### config.mk
export PLATFORM = sky130hd
export DESIGN_NAME = instruction_encoder
export DESIGN_NICKNAME = d
export VERILOG_FILES = /design/src/rtl/instruction_encoder_pkg.sv /design/src/rtl/instruction_encoder_instr_pack.sv /design/src/rtl/instruction_encoder.sv
export SDC_FILE = /design/constraint.sdc
export NUM_CORES = 1
export LEC_CHECK = 0
export BUFFER_PORTS_ARGS = -buffer_cell sky130_fd_sc_hd__buf_4
export CORE_MARGIN = 3
export CORE_UTILIZATION = 50
export DETAILED_ROUTE_END_ITERATION = 10
export PLACE_DENSITY = 0.77
export SYNTH_ARGS = -nofsm -noshare
export SYNTH_HDL_FRONTEND = slang
export SYNTH_HIERARCHICAL = 1
export SYNTH_SLANG_ARGS = --single-unit
### constraint.sdc
create_clock -name clk -period 2.16 [get_ports clk]
set_input_delay 0.108 -clock clk [delete_from_list [all_inputs] [get_ports clk]]
set_output_delay 0.108 -clock clk [all_outputs]
set_load 0.03 [all_outputs]
### src/rtl/instruction_encoder_pkg.sv
// Shared instruction-word layout and encoder FSM states, also used by the decode stage.
package instruction_encoder_pkg;

  localparam int OPCODE_W   = 6;
  localparam int REG_W      = 5;
  localparam int IMM_W      = 16;
  localparam int INSTR_W    = 32;

  localparam int OPCODE_LSB = 26;
  localparam int R1_LSB     = 21;
  localparam int R2_LSB     = 16;

  localparam logic [1:0] ST_IDLE = 2'd0;
  localparam logic [1:0] ST_LOAD = 2'd1;
  localparam logic [1:0] ST_DONE = 2'd2;

  typedef enum logic [1:0] {
    STATE_IDLE = ST_IDLE,
    STATE_LOAD = ST_LOAD,
    STATE_DONE = ST_DONE
  } state_e;

endpackage

### src/rtl/instruction_encoder_instr_pack.sv
// Combinational field-to-word packer; bit placement comes only from the shared package.
module instr_pack
  import instruction_encoder_pkg::*;
(
  input  logic [OPCODE_W-1:0] opcode,
  input  logic [REG_W-1:0]    r1,
  input  logic [REG_W-1:0]    r2,
  input  logic [IMM_W-1:0]    immediate,
  output logic [INSTR_W-1:0]  word
);

  // Place each field at its package-defined bit position
  always_comb begin
    word                        = {INSTR_W{1'b0}};
    word[OPCODE_LSB +: OPCODE_W] = opcode;
    word[R1_LSB +: REG_W]        = r1;
    word[R2_LSB +: REG_W]        = r2;
    word[0 +: IMM_W]             = immediate;
  end

endmodule

### src/rtl/instruction_encoder.sv
// Packs field tuples into instruction words and writes a session of them to instruction RAM.
// Optional feature: define ENCODER_CHECKSUM_EN to add the running XOR checksum output.
module instruction_encoder
  import instruction_encoder_pkg::*;
#(
  parameter int ADDR_W = 8
) (
  input  logic                clk,
  input  logic                reset,
  input  logic                start,
  input  logic [ADDR_W-1:0]   base_addr,
  input  logic [ADDR_W-1:0]   length,
  input  logic                in_valid,
  output logic                in_ready,
  input  logic [OPCODE_W-1:0] opcode,
  input  logic [REG_W-1:0]    r1,
  input  logic [REG_W-1:0]    r2,
  input  logic [IMM_W-1:0]    immediate,
  output logic                mem_we,
  output logic [ADDR_W-1:0]   mem_addr,
  output logic [INSTR_W-1:0]  mem_wdata,
  output logic                busy,
  output logic                done,
  output logic [ADDR_W-1:0]   count
`ifdef ENCODER_CHECKSUM_EN
  ,
  output logic [INSTR_W-1:0]  checksum
`endif
);

  state_e              state_r;
  state_e              state_nx_s;
  logic [ADDR_W-1:0]   addr_r;
  logic [ADDR_W-1:0]   remaining_r;
  logic [ADDR_W-1:0]   count_r;
  logic                we_r;
  logic [ADDR_W-1:0]   waddr_r;
  logic [INSTR_W-1:0]  wdata_r;
  logic [INSTR_W-1:0]  packed_s;
  logic                in_ready_s;
  logic                handshake_s;
  logic                accept_start_s;

  instr_pack u_pack (
    .opcode    (opcode),
    .r1        (r1),
    .r2        (r2),
    .immediate (immediate),
    .word      (packed_s)
  );

  assign in_ready_s     = (state_r == STATE_LOAD) && (remaining_r != {ADDR_W{1'b0}});
  assign handshake_s    = in_valid && in_ready_s;
  assign accept_start_s = (state_r == STATE_IDLE) && start;

  // Next-state decode; a zero-length session goes straight to DONE
  always_comb begin
    state_nx_s = state_r;
    case (state_r)
      STATE_IDLE: begin
        if (start) begin
          state_nx_s = (length == {ADDR_W{1'b0}}) ? STATE_DONE : STATE_LOAD;
        end else begin
          state_nx_s = STATE_IDLE;
        end
      end
      STATE_LOAD: begin
        if (handshake_s && (remaining_r == ADDR_W'(1))) begin
          state_nx_s = STATE_DONE;
        end else begin
          state_nx_s = STATE_LOAD;
        end
      end
      STATE_DONE: state_nx_s = STATE_IDLE;
      default:    state_nx_s = STATE_IDLE;
    endcase
  end

  // FSM, session counters and the registered write stage
  always_ff @(posedge clk) begin
    if (reset) begin
      state_r     <= STATE_IDLE;
      addr_r      <= {ADDR_W{1'b0}};
      remaining_r <= {ADDR_W{1'b0}};
      count_r     <= {ADDR_W{1'b0}};
      we_r        <= 1'b0;
      waddr_r     <= {ADDR_W{1'b0}};
      wdata_r     <= {INSTR_W{1'b0}};
    end else begin
      state_r <= state_nx_s;
      we_r    <= handshake_s;
      if (accept_start_s) begin
        addr_r      <= base_addr;
        remaining_r <= length;
        count_r     <= {ADDR_W{1'b0}};
      end else if (handshake_s) begin
        // Address wraps naturally at 2^ADDR_W
        waddr_r     <= addr_r;
        wdata_r     <= packed_s;
        addr_r      <= addr_r + ADDR_W'(1);
        count_r     <= count_r + ADDR_W'(1);
        remaining_r <= remaining_r - ADDR_W'(1);
      end
    end
  end

`ifdef ENCODER_CHECKSUM_EN
  logic [INSTR_W-1:0] checksum_r;

  // Running XOR of written words, folded in on the cycle each write is presented
  always_ff @(posedge clk) begin
    if (reset) begin
      checksum_r <= {INSTR_W{1'b0}};
    end else if (accept_start_s) begin
      checksum_r <= {INSTR_W{1'b0}};
    end else if (we_r) begin
      checksum_r <= checksum_r ^ wdata_r;
    end
  end

  assign checksum = checksum_r;
`endif

  assign in_ready  = in_ready_s;
  assign mem_we    = we_r;
  assign mem_addr  = waddr_r;
  assign mem_wdata = wdata_r;
  assign busy      = (state_r != STATE_IDLE);
  assign done      = (state_r == STATE_DONE);
  assign count     = count_r;

endmodule
# After elaboration in Yosys (flattened, before gate mapping)
# Index checks and enable logic that the tools add are counted.
# classes
n_addsub,3
mul,0
n_div,0
n_lt_le_gt_ge,0
eq_ne,3
shift,0
muxes,8
n_bitwise,1
reduce_logical,11
# op_table
op,count
2-to-1 mux 8 bit,4
"adder 8 x 1 -> 8 bit, second input constant",2
"== test 8 x 1 -> 1 bit, second input constant",1
logical NOT 8 bit,1
nonzero test 8 bit,1
"subtractor 8 x 1 -> 8 bit, second input constant",1
2-to-1 mux 2 bit,3
logical AND 1 bit,4
one-hot mux 2 bit (2 select lines),1
nonzero test 2 bit,2
"== test 2 x 1 -> 1 bit, second input constant",1
"== test 2 bit, second input constant",1
logical NOT 2 bit,1
AND reduction 2 bit,1
OR reduction 2 bit,1
inverter 1 bit,1
# totals
regBits,67
latch_bits,0
ram_bits,0
mem_bits_ro,0
in_bits,52
output_inout_bits,52
wordCells,33
n_memories,0

# Logic depth before layout (Yosys ltp)
# logic_depth
word_depth,6
mapped_depth,8
depth_no_buf,6

# Hierarchy
# Netlist, hierarchy kept.
# modules_own_cells
module,instances,cells_per_inst,area_each_um2,seq_area_each_um2
instruction_encoder,1,354,2855.2,1341.3
instr_pack,1,32,240.2,0.0

# Worst setup path before layout
# No wires, ideal clock.
# synth_timing
kind,register -> register
startpoint,register remaining_r[0]
endpoint,register count_r[1] (netlist: count[1])
setup_ns,0.070
arrival_time_ns,1.791
required_ns,2.090
path_slack_ns,0.299
path_stages_with_launch,9
n_path_buf,2
synth_period_minus_slack_ns,1.861
cell_sequence,dfxtp_1 > inv_1 > ha_1 > or3b_2 > o21ai_4 > buf_6 > buf_6 > nand2_1 > a21oi_1
# synth_via
elab_chain_len,3
# synth_lines
item,line_no,text
"start, declared",instruction_encoder.sv:34,logic [ADDR_W-1:0] remaining_r;
"start signal, assigned",instruction_encoder.sv:84,remaining_r <= {ADDR_W{1'b0}};
"start signal, assigned",instruction_encoder.sv:94,remaining_r <= length;
"start signal, assigned",instruction_encoder.sv:102,remaining_r <= remaining_r - ADDR_W'(1);
nonzero test 8 bit,instruction_encoder.sv:52,assign in_ready_s = (state_r == STATE_LOAD) && (remaining_r != {ADDR_W{1'b0}});
logical AND 1 bit,instruction_encoder.sv:52,
logical AND 1 bit,instruction_encoder.sv:53,assign handshake_s = in_valid && in_ready_s;
"end signal, assigned",instruction_encoder.sv:85,count_r <= {ADDR_W{1'b0}};
"end signal, assigned",instruction_encoder.sv:95,count_r <= {ADDR_W{1'b0}};
"end signal, assigned",instruction_encoder.sv:101,count_r <= count_r + ADDR_W'(1);
"end, declared",instruction_encoder.sv:35,logic [ADDR_W-1:0] count_r;
# No other way between the ends.
# A chain may end at the register's enable or synchronous reset.

# Worst setup path after layout
# layout_timing
startpoint,register remaining_r[0]
endpoint,register addr_r[1]
# layout_via
elab_chain_len,4
# layout_lines
item,line_no,text
nonzero test 8 bit,instruction_encoder.sv:52,
logical AND 1 bit,instruction_encoder.sv:52,
logical AND 1 bit,instruction_encoder.sv:53,
nonzero test 2 bit (no source line),n/a,
"end signal, assigned",instruction_encoder.sv:83,addr_r <= {ADDR_W{1'b0}};
"end signal, assigned",instruction_encoder.sv:93,addr_r <= base_addr;
"end signal, assigned",instruction_encoder.sv:100,addr_r <= addr_r + ADDR_W'(1);
"end, declared",instruction_encoder.sv:33,logic [ADDR_W-1:0] addr_r;
# No other way between the ends.

==> summary.md <==
| Metric | Value |
|---|---|
| Status | `finished clean` |
| Unrepaired setup endpoints after global routing | `no` |
| Final cell count without fillers | `536` |
| Final nets | `513` |
| Clock transition at path regs | `70 ps` |
| Synthesis-stage register bit count | `67` |
| Worst Hold Depth | `3` |
| FF-to-FF path depth | `7` |
| Finished Core Util | `66.2%` |
| Max-slew violation count | `0` |
| Num ports | `104` |
| Iter 0 DRT Violations | `128` |
| Final HPWL DP | `5090 um` |
| WS Path Type | `reg2reg` |
| Total GRT Usage | `21.2%` |
| Port bufs | `103` |
| Routed WL | `7500 um` |
| Per-cell routed wire length | `14.0 um` |
| Sink Count | `67` |
| Sequential share of the synthesized area | `43.3%` |
| Vias | `2,883` |
| Synthesized area | `3100 um^2` |
| Hold Crit Class | `in2reg` |
| Worst Setup Slack, final | `133 ps` |
| Full die area | `7170 um^2` |
| Async SR Flop Fraction | `0%` |
| Post-CTS Setup Bufs | `0` |
| Vias in the first global route | `2,673` |
| Pre-CTS WS | `171 ps` |
| Number of flops mapped to enable cells by yosys | `0` |
| VDD IR-drop max | `568 uV` |
| Yosys warning count | `6` |
| CTS tree | `done` |
| Diodes inserted | `0` |
| Switching share of power | `27.2%` |
| Synth cell types | `42` |
| DRC Markers | `0` |
| Buffer depth of the longest clock path | `2` |
| Setup crit start kind | `register` |
| Initial antenna violation count | `0` |
| Comb pwr share | `17.1%` |
| Vias/cell | `5.38` |
| Largest fanout on the critical path | `60` |
| Synth-to-Final Area Change | `27.4%` |
| Clk pwr share | `37.4%` |
| WP data required | `2410 ps` |
| Total congestion overflow | `0` |
| Leakage | `1.58 nW` |
| Placed cell area | `3680 um^2` |
| CTS H-tree depth | `3` |
| First-pass DRT Iterations | `4` |
| Final Hold Vio Count | `0` |
| Syn Area/Cell | `8.02 um^2` |
| Worst-Skew Late Latency | `340 ps` |
| Fin Hold WS | `13.3 ps` |
| Synth Net Count | `442` |
| Post-synth top flop | `dfxtp_1` |
| Clk_skew | `11.5 ps` |
| Final Cell Area | `3950 um^2` |
| Synthesized instance count | `386` |
| Worst slew pin tran | `560 ps` |
| Pwr Total | `2.96 mW` |
| Die width | `84.7 um` |
| Relative slew margins | `62.6%` |
| Final setup violation count | `0` |
| CP endpoint kind | `register` |
| Worst EP arrival | `2280 ps` |
| Final setup TNS | `0 ps` |
| Fin crit period | `2030 ps` |
| Largest net degree at the start of global routing | `61` |
| Max Fclk | `493 MHz` |
| Sequential Power Share | `45.4%` |
| Starting Density | `52.0%` |
| Max Cap Viol | `0` |
| Gpl congestion | `0.830` |
| Final Cycle Share | `93.8%` |
| Row count | `28` |
| DP Cell Count | `515` |
| Root Driver | `clkbuf_8` |
| Net load switching power | `0.805 mW` |
| Layout cells sized above 1 | `29.5%` |
| Core area | `5960 um^2` |
| CTS buffer count | `9` |
| Die Y | `84.7 um` |
| First-pass GRT wire length | `12,300 um` |
| P_int | `2.16 mW` |
| P per Cell Area | `751 nW/um^2` |
| Antenna viol nets, final | `0` |
-- final timing paths --
path | to | start | slack [ps]
setup / recovery | addr_r[1] | remaining_r[0] | 130
hold / removal | mem_wdata[8] | immediate[8] | 10
setup reg to reg | addr_r[1] | remaining_r[0] | 130
hold reg to reg | mem_wdata[31] | mem_wdata[31] | 460
-- critical path, stage by stage, from the launching register on --
cell     delay (ps)
dfxtp_1         350
inv_1            90
ha_1            180
or3b_2          520
o21ai_4         190
buf_12          260
nor2_1           90
nor4_2          240
-- layout by cell type (no fill, tap or decap), types with 6 or more instances in the layout --
cell type      instances
buf_4                110
nand2_1               95
dfxtp_1               67
a21oi_1               53
nand3_1               19
nor2_1                11
a31oi_1                9
clkbuf_8               9
or3_1                  8
dlygate4sd3_1          6
-- kinds of logic after synthesis --
| kind of cell | Yosys count | share of synthesized area (%) |
|---|---|---|
| buffers and inverters | 62 | 13.1 |
| AO/OA/AOI/OAI | 87 | 16.9 |
| flip-flops | 67 | 43.3 |
| XOR/XNOR | 3 | 0.849 |
| AND/OR/NAND/NOR | 163 | 24.2 |
| adder cells (fa/ha/maj) | 4 | 1.62 |
-- final cells by class --
type	instances	area [um^2]
Clock inverter	5	78.8
Timing Repair Buffer	118	926
Inverter	4	15.0
Multi-Input combinational cell	257	1360
Sequential cell	67	1340
Tap cell	75	93.8
Clock buffer	10	128
Fill cell	522	2010
-- repair_timing --
item	4_1_cts	5_1_grt
setup endpoints to repair	0	1
hold endpoints to repair	6	0
hold buffers	6	0
resized for setup	0	1
-- cell usage after synthesis, types with 2 or more instances --
cell type | number | area (um^2)
ha_1 | 4 | 50.1
buf_6 | 6 | 67.6
a211oi_1 | 2 | 15.0
a31oi_1 | 9 | 56.3
buf_2 | 2 | 10.0
o21ai_0 | 2 | 10.0
nand3_1 | 19 | 95.1
or4_1 | 2 | 15.0
a22oi_1 | 3 | 22.5
o311ai_0 | 2 | 17.5
o31ai_1 | 2 | 15.0
o211ai_1 | 4 | 30.0
a21oi_1 | 54 | 270
dfxtp_1 | 67 | 1340
nor4_1 | 4 | 25.0
clkbuf_1 | 16 | 60.1
a32oi_1 | 5 | 43.8
nor2_1 | 12 | 45.0
buf_4 | 33 | 248
or2_2 | 4 | 25.0
nand2_1 | 95 | 357
xnor2_1 | 2 | 17.5
nor3b_1 | 2 | 15.0
and3_1 | 2 | 12.5
or3_1 | 8 | 50.1
nor3_1 | 5 | 25.0
inv_1 | 4 | 15.0
a2bb2oi_1 | 2 | 17.5
-- sequential cells by signal (all words and copies together), names as in the netlist --
signal       flops
addr_r           8
count            8
mem_addr         8
mem_wdata       32
mem_we           1
remaining_r      8
state_r          2
-- metal layers --
| metal | global-route usage (%) | wire length (um) | up-vias |
|---|---|---|---|
| li1 | - | - | 1440 |
| met1 | 26.9 | 3220 | 1336 |
| met2 | 34.0 | 3680 | 95 |
| met3 | 4.32 | 455 | 12 |
| met4 | 10.6 | 131 | 0 |
| met5 | 0 | 0 | - |
-- power groups by stage --
stage               registers, mW  clock network (mW)  logic [mW]
floorplan                    1.42                   0       0.288
global placement             1.37                   0       0.489
detailed placement           1.37                   0       0.497
CTS                          1.34                1.13       0.507
global route                 1.36                1.19       0.552
finish                       1.35                1.11       0.507
Power figures use the tool's default switching activity.
